==> config.mk <==
export PLATFORM = sky130hd
export DESIGN_NAME = tx_rr_scheduler
export DESIGN_NICKNAME = d
export VERILOG_FILES = /design/src/rtl/tx_rr_scheduler.sv
export SDC_FILE = /design/constraint.sdc
export NUM_CORES = 1
export LEC_CHECK = 0
export BUFFER_PORTS_ARGS = -buffer_cell sky130_fd_sc_hd__buf_2
export CORE_ASPECT_RATIO = 1.25
export CORE_UTILIZATION = 52
export DETAILED_ROUTE_END_ITERATION = 8
export PLACE_DENSITY = 0.77
export RECOVER_POWER = 100
export SLEW_MARGIN = 20
export SYNTH_ARGS = -nofsm -noshare
export SYNTH_HDL_FRONTEND = slang
export SYNTH_SLANG_ARGS = --single-unit
==> constraint.sdc <==
create_clock -name CLOCK_50 -period 2.43 [get_ports CLOCK_50]
set_clock_uncertainty 0.2 [all_clocks]
set_input_delay 0.3645 -clock CLOCK_50 [delete_from_list [all_inputs] [get_ports CLOCK_50]]
set_output_delay 0.3645 -clock CLOCK_50 [all_outputs]
set_load 0.02 [all_outputs]
==> src/rtl/tx_rr_scheduler.sv <==
// tx_rr_scheduler: round-robin scheduler sharing one UART byte transmitter among NUM_REQ clients
module tx_rr_scheduler #(
  parameter int NUM_REQ     = 4,
  parameter int PLOAD_CYC   = 400,
  parameter int GAP_CYC     = 16,
  parameter int TIMEOUT_CYC = 200000
) (
  input  logic                 CLOCK_50,
  input  logic                 reset_n,
  input  logic [NUM_REQ-1:0]   req,
  input  logic [8*NUM_REQ-1:0] req_data,
  output logic [NUM_REQ-1:0]   ack,
  output logic [NUM_REQ-1:0]   grant,
  output logic [7:0]           tx_data,
  output logic                 tx_pload,
  output logic                 tx_enable,
  input  logic                 tx_done,
  output logic                 busy,
  output logic                 timeout_err
);
  localparam int MAX_PG = PLOAD_CYC > GAP_CYC ? PLOAD_CYC : GAP_CYC;
  localparam int MAX_C  = MAX_PG > TIMEOUT_CYC ? MAX_PG : TIMEOUT_CYC;
  localparam int CW     = $clog2(MAX_C + 1);
  localparam int PW     = $clog2(NUM_REQ);
  localparam logic [CW-1:0] P_LAST = CW'(PLOAD_CYC - 1);
  localparam logic [CW-1:0] G_LAST = CW'(GAP_CYC - 1);
  localparam logic [CW-1:0] T_LAST = CW'(TIMEOUT_CYC - 1);
  typedef enum logic [1:0] {IDLE, LOAD, WAIT, GAP} state_t;
  state_t              state, state_nx;
  logic [CW-1:0]       cnt, cnt_nx;
  logic [PW-1:0]       ptr, ptr_nx, cur, cur_nx, pick;
  logic [NUM_REQ-1:0]  ack_nx, grant_nx;
  logic [7:0]          tx_data_nx;
  logic                terr_nx, found, done_rise;
  logic [2:0]          sync;
  function automatic int wrap(input int v);
    return v >= NUM_REQ ? v - NUM_REQ : v;
  endfunction
  assign done_rise = sync[1] & ~sync[2];
  assign tx_pload  = state == LOAD;
  assign tx_enable = state == LOAD || state == WAIT;
  assign busy      = state != IDLE;
  // first pending request at or after the pointer, wrapping around
  always_comb begin
    pick  = '0;
    found = 1'b0;
    for (int k = 0; k < NUM_REQ; k++)
      if (!found && req[wrap(int'(ptr) + k)]) begin
        pick  = PW'(wrap(int'(ptr) + k));
        found = 1'b1;
      end
  end
  always_comb begin
    state_nx   = state;
    cnt_nx     = cnt + CW'(1);
    ptr_nx     = ptr;
    cur_nx     = cur;
    ack_nx     = '0;
    grant_nx   = grant;
    tx_data_nx = tx_data;
    terr_nx    = timeout_err;
    case (state)
      IDLE: begin
        cnt_nx = '0;
        if (found) begin
          state_nx   = LOAD;
          cur_nx     = pick;
          grant_nx   = NUM_REQ'(1) << pick;
          tx_data_nx = req_data[8*pick +: 8];
        end
      end
      LOAD: if (cnt == P_LAST) begin
        state_nx = WAIT;
        cnt_nx   = '0;
      end
      // a completion edge wins over a timeout landing on the same cycle
      WAIT: if (done_rise || cnt == T_LAST) begin
        state_nx = GAP;
        cnt_nx   = '0;
        ack_nx   = grant;
        grant_nx = '0;
        ptr_nx   = PW'(wrap(int'(cur) + 1));
        terr_nx  = timeout_err | ~done_rise;
      end
      default: if (cnt == G_LAST) begin
        state_nx = IDLE;
        cnt_nx   = '0;
      end
    endcase
  end
  always_ff @(posedge CLOCK_50 or negedge reset_n)
    if (!reset_n) begin
      state       <= IDLE;
      cnt         <= '0;
      ptr         <= '0;
      cur         <= '0;
      ack         <= '0;
      grant       <= '0;
      tx_data     <= 8'h00;
      timeout_err <= 1'b0;
      sync        <= '0;
    end else begin
      state       <= state_nx;
      cnt         <= cnt_nx;
      ptr         <= ptr_nx;
      cur         <= cur_nx;
      ack         <= ack_nx;
      grant       <= grant_nx;
      tx_data     <= tx_data_nx;
      timeout_err <= terr_nx;
      sync        <= {sync[1:0], tx_done};
    end
endmodule

==> out/metrics.cfg, run 1 <==
[setup_path]
r2r_setup_slack_ns = 0.22
arrival_ns = 2.18
rr_worst_depth = 6
endpoint = cnt[15]
crit_required_ns = 2.40
crit_type = register to register
crit_start = cnt[6]
r2r-start = cnt[6]
startpoint_type = register
path_max_fanout = 18
cp-end-kind = register
r2r_end = cnt[15]

[routing]
dr.pass1.iters = 4
met3WireLength_um = 167
final_antenna_net_count = 0
drt_iter0_drc = 61
met1_length_um = 1990
wl_met2_um = 2480
avgViaCountPerCell = 5.35
maxUsedRoutingLayer = met4
drc_errors = 0
via_count = 1823
wl_um = 4690
route.detailed.wl_per_inst_um = 13.7

[power]
p_comb_share_pct = 6.9
p_leak_uw = 0.00137
p_sw_uw = 263
swShare_pct = 21.3
power.total_uw = 1240
power_density_nw_per_um2 = 457
ir_drop_v = 0.000433
p_int_uw = 972
power_frac_clock_pct = 33.5
power_frac_seq_pct = 59.5

[placed_design]
dp_hpwl_um = 3530
postPlaceCellArea_um2 = 2640
portBuffers = 58
dp_cells = 332
globalplace.congestion = 0.865

[clock_network]
clock-root-buffer = clkbuf_8
htreeDepth = 2
ctsLongestPathBuffers = 2
cts-hold-fix-buffers = 2
clkTransAtPathRegs_ns = 0.07
postCtsSetupRepairBufs = 0
cts_tree = done
cts_buffers = 5
clock_latency_ns = 0.29
cts.repair.resized = 0
clkSinkCount = 44

[yosys]
yosysTopAreaCell = dfrtp_1
synth_top_cell_area_share_pct = 48.4
synth_top_family_by_area = simple AND/OR/NAND/NOR gates
synth_flop_cell = dfrtp_1
synth_compound_area_share_pct = 11.4
syn_area_um2 = 2270
muxShareOfSynthArea_pct = 8.42
synth-xor-area-share_pct = 6.55
synth-edff-count = 0
synth-simple-area-share_pct = 19.0
synth_fa_ha_area_share_pct = 3.30
yosysWarningCount = 0
synth_nets = 263
ys_seq_area_share_pct = 48.4
ys_types = 42
syn_inst = 218
synth_area_leaders = dfrtp_1 (48%), mux2i_1 (7.9%), nor2_1 (4.6%)
avgSynthCellArea_um2 = 10.4
ys_ff_latch = 44
async_flop_share_pct = 100

[finish]
diodes = 0
final_core_util_pct = 65.4
multiInputGateArea_um2 = 1100
instances_no_fill = 341
final_layout_size_suffix_gt1_share_pct = 18.2
finalInstanceArea_um2 = 2700
layout.nets = 330
regArea_um2 = 1100
synthToLayoutAreaGrowth_pct = 18.8
num-fill-cells = 367

[sta]
finalCritPeriodShare_pct = 90.8
drv_slew = 0
maxSlewHeadroom_pct = 8.72
rsz0062_at_grt = false
setup_tns_ns = 0
period_minus_slack_ns = 2.21
setup_viol = 0
worst_slew_pin_slew_ns = 1.37
finalHoldViolCount = 0
fmax_ghz = 0.453

[floorplanning]
die_area_um2 = 4640
ioPinCount = 59
die_h_um = 75.9
rows = 26
die_x_um = 61.2
initial_core_util_pct = 55.1
coreArea_um2 = 4130

[global_route]
grt_max_degree = 27
track_usage_pct = 20.6
grt_pass1_vias = 1732
grt_pass1_wl_um = 7330
antenna_found_initial = 0
grt_overflow = 0

[run]
max_cap_viol_count = 0

[outcome]
status = finished, final reports clean

[min_path]
min_path_type = register to register

==> worst max-delay path: stages, from the launching register on <==
cell	delay, ns
dfrtp_1	0.44
nor4_2	0.33
nand4_1	0.18
o31ai_1	0.41
o211a_1	0.19
clkbuf_4	0.25
nor2_1	0.08
==> worst min-delay path by stage <==
stage | slack, ns | cells past startpoint | endpoint | from
finish | 0.16 | 0 | sync[1] | sync[0]
global route | 0.17 | 0 | sync[1] | sync[0]
CTS | 0.16 | 0 | sync[1] | sync[0]
detailed placement | 0.14 | 0 | sync[1] | sync[0]
global placement | 0.14 | 0 | sync[1] | sync[0]
floorplan | -0.13 | 0 | ack[0] | reset_n
==> cells in the mapped netlist, drive strengths merged (5+ instances only) <==
cell type  number
ha              6
nor4            5
nand2          21
nor2           28
nand3           7
dfrtp          44
xor2           10
o21ai           5
o221ai          8
inv             6
mux2i          18
xnor2           7
nand4           7
buf             5
==> layout by cell type, fill, tap and decap left out, types with 2 or more instances in the layout <==
cell type,netlist,routed
dfrtp_1,44,44
clkbuf_8,0,5
nand2_1,21,21
and3_1,2,2
buf_4,0,4
o21ai_0,5,5
ha_1,6,6
o221ai_1,8,8
nor2_1,28,28
inv_1,6,6
nand2b_1,4,4
xnor2_1,7,7
a21o_1,3,3
xor2_1,10,10
o211a_1,2,2
nor4_1,4,4
and2_0,0,3
nand4_1,7,7
nand3_1,7,7
mux2i_1,18,18
a32o_1,2,2
buf_2,2,37
o211ai_1,2,2
o2bb2ai_1,2,2
o31ai_1,1,2
clkbuf_1,2,24
dlygate4sd3_1,0,2
nor2b_1,3,3
==> sequential cells by signal, summed over array words and instances, names as in the netlist <==
name         count
cnt             18
ack              4
tx_data          8
cur              2
state            2
timeout_err      1
grant            4
sync             3
ptr              2
==> through the flow <==
stage / hold slack (ns) / setup WS [ns]
after CTS: 0.161 / 0.248
after global placement: 0.145 / 0.357
after global routing: 0.171 / 0.0732
final: 0.158 / 0.223
after floorplan: -0.131 / 0.440
after detailed placement: 0.144 / 0.262
==> power groups by stage <==
stage                     Sequential [uW]  Clock (uW)  Combinational, uW
after global routing                  735         459               95.6
after global placement                750           0               83.5
after floorplan                       750           0               31.4
final                                 735         414               85.8
after detailed placement              750           0               85.5
after CTS                             735         432               88.1
==> area by class of cell <==
| class | instances | area share (%) |
|---|---|---|
| multi-input cells | 161 | 40.8 |
| inverters | 6 | 0.833 |
| clock inverters | 1 | 0.185 |
| flip-flops and latches | 44 | 40.7 |
| repair buffers | 67 | 12.2 |
| clock buffers | 6 | 2.69 |
| well taps | 56 | 2.59 |
==> per-layer routing <==
| metal | global-route usage, % | vias to the layer above |
|---|---|---|
| li1 | - | 904 |
| met4 | 6.36 | 0 |
| met3 | 4.27 | 4 |
| met2 | 35.7 | 43 |
| met5 | 0 | - |
| met1 | 24.7 | 872 |
==> kinds of logic after synthesis <==
logic type | after synthesis
flip-flops | 44
XOR/XNOR | 17
multiplexers | 19
adder cells (fa/ha/maj) | 6
AO/OA/AOI/OAI | 31
AND/OR/NAND/NOR | 88
buffers and inverters | 13
Power figures use the tool's default switching activity.
==> run 2: changes to the inputs <==
--- a/config.mk
+++ b/config.mk
@@ -5,7 +5,7 @@
 export SDC_FILE = /design/constraint.sdc
 export NUM_CORES = 1
 export LEC_CHECK = 0
-export BUFFER_PORTS_ARGS = -buffer_cell sky130_fd_sc_hd__buf_2
+export BUFFER_PORTS_ARGS = -buffer_cell sky130_fd_sc_hd__buf_4
 export CORE_ASPECT_RATIO = 1.25
 export CORE_UTILIZATION = 52
 export DETAILED_ROUTE_END_ITERATION = 8
==> out/metrics.cfg, run 2 (same netlist as run 1, synthesis figures left out) <==
[setup_path]
critPathBufInv = 1
cp_slowest_cell = dfrtp_1
critical-path-top-delay-family = simple AND/OR/NAND/NOR gates
startpoint_type = register
path_cells = nor4_2 -> nand4_1 -> o31ai_2 -> o211a_1 -> clkbuf_4 -> nor2_1
crit_required_ns = 2.40
crit_type = register to register
cp-end-kind = register
slowest_delay_ns = 0.45
path_max_fanout = 18
arrival_ns = 2.15

[clock_network]
clkSinkCount = 44
clock_latency_ns = 0.29
clock-root-buffer = clkbuf_8
ctsLongestPathBuffers = 2
cts.repair.resized = 0
clkTransAtPathRegs_ns = 0.07
postCtsSetupRepairBufs = 0
cts_buffers = 5
htreeDepth = 2
cts-hold-fix-buffers = 2
cts_tree = done

[finish]
top_register = cnt
num-fill-cells = 341
final_layout_size_suffix_gt1_share_pct = 18.7
final_core_util_pct = 67.6
regArea_um2 = 1100
instances_no_fill = 340
multiInputGateArea_um2 = 1110
largest_reg_flops = 18
layout.nets = 329
diodes = 0
synthToLayoutAreaGrowth_pct = 22.8
largestRegisters = cnt x18, tx_data x8
layout_common_cells = dfrtp_1 (44), buf_4 (39), nor2_1 (28)
layout_commonest_cell = dfrtp_1

[power]
power_frac_seq_pct = 58.7
ir_drop_v = 0.000553
power_density_nw_per_um2 = 449
swShare_pct = 21.3
p_int_uw = 987
p_sw_uw = 267
power_frac_clock_pct = 33.3
p_comb_share_pct = 8.0
p_leak_uw = 0.00140

[routing]
dr.pass1.iters = 4
drc_errors = 0
wl_um = 4730
final_antenna_net_count = 0
route.detailed.wl_per_inst_um = 13.9
met1_length_um = 1920
wl_met2_um = 2520
met3WireLength_um = 209
via_count = 1863
avgViaCountPerCell = 5.48
drt_iter0_drc = 138
maxUsedRoutingLayer = met4

[global_route]
track_usage_pct = 21.6
grt_pass1_vias = 1718
grt_overflow = 0
grt_pass1_wl_um = 7520
grt_max_degree = 45
antenna_found_initial = 0

[sta]
finalHoldViolCount = 0
period_minus_slack_ns = 2.18
drv_slew = 0
maxSlewHeadroom_pct = 29.0
setup_tns_ns = 0
worst_slew_pin_slew_ns = 1.07
finalCritPeriodShare_pct = 89.5
rsz0062_at_grt = false
fmax_ghz = 0.460
setup_viol = 0

[floorplanning]
die_h_um = 75.9
ioPinCount = 59
die_area_um2 = 4640
die_x_um = 61.2
rows = 26
coreArea_um2 = 4130
initial_core_util_pct = 55.1

[outcome]
status = finished, final reports clean

[min_path]
min_path_type = register to register

[run]
max_cap_viol_count = 0

[placed_design]
globalplace.congestion = 0.811
dp_cells = 331
dp_hpwl_um = 3510
portBuffers = 58

==> run 2: cell type report <==
cell class                 instances  share of cell area [%]
multi-input combinational        161                    39.6
sequential                        44                    39.4
timing repair buffer              66                    14.9
clock buffer                       6                    2.60
tap                               56                    2.51
inverter                           6                   0.806
clock inverter                     1                   0.179
==> run 2: metal layers <==
| layer | global-route usage, % | vias up |
|---|---|---|
| li1 | - | 906 |
| met1 | 26.4 | 900 |
| met2 | 35.3 | 49 |
| met4 | 8.18 | 0 |
| met5 | 0 | - |
| met3 | 5.80 | 8 |
==> run 2: power groups by stage <==
stage / sequential [uW] / clock, uW / combinational, uW
after floorplan: 750 / 0 / 31.4
after global placement: 750 / 0 / 99.1
after detailed placement: 750 / 0 / 100
after CTS: 735 / 432 / 103
after global routing: 736 / 462 / 110
final: 736 / 418 / 101
==> run 2: per-stage QoR <==
stage	worst slack [ns]	total power [uW]	instance area (um2)	hold WS, ns
3_5_place_dp	0.290	850	2780	0.145
3_3_place_gp	0.316	849	2780	0.138
5_1_grt	0.0676	1310	2790	0.181
4_1_cts	0.277	1270	2880	0.162
6_report	0.254	1250	2790	0.156
2_1_floorplan	0.440	781	2270	-0.131
==> run 2: final timing paths <==
path	startpoint	end	slack [ns]	cells past startpoint
min in group asynchronous	reset_n	ack[0]	0.61	2
hold / removal	sync[0]	sync[1]	0.16	0
max in group asynchronous	reset_n	sync[0]	0.77	2
setup reg to reg	cnt[6]	cnt[12]	0.25	6
setup / recovery	cnt[6]	cnt[12]	0.25	6
hold reg to reg	sync[0]	sync[1]	0.16	0
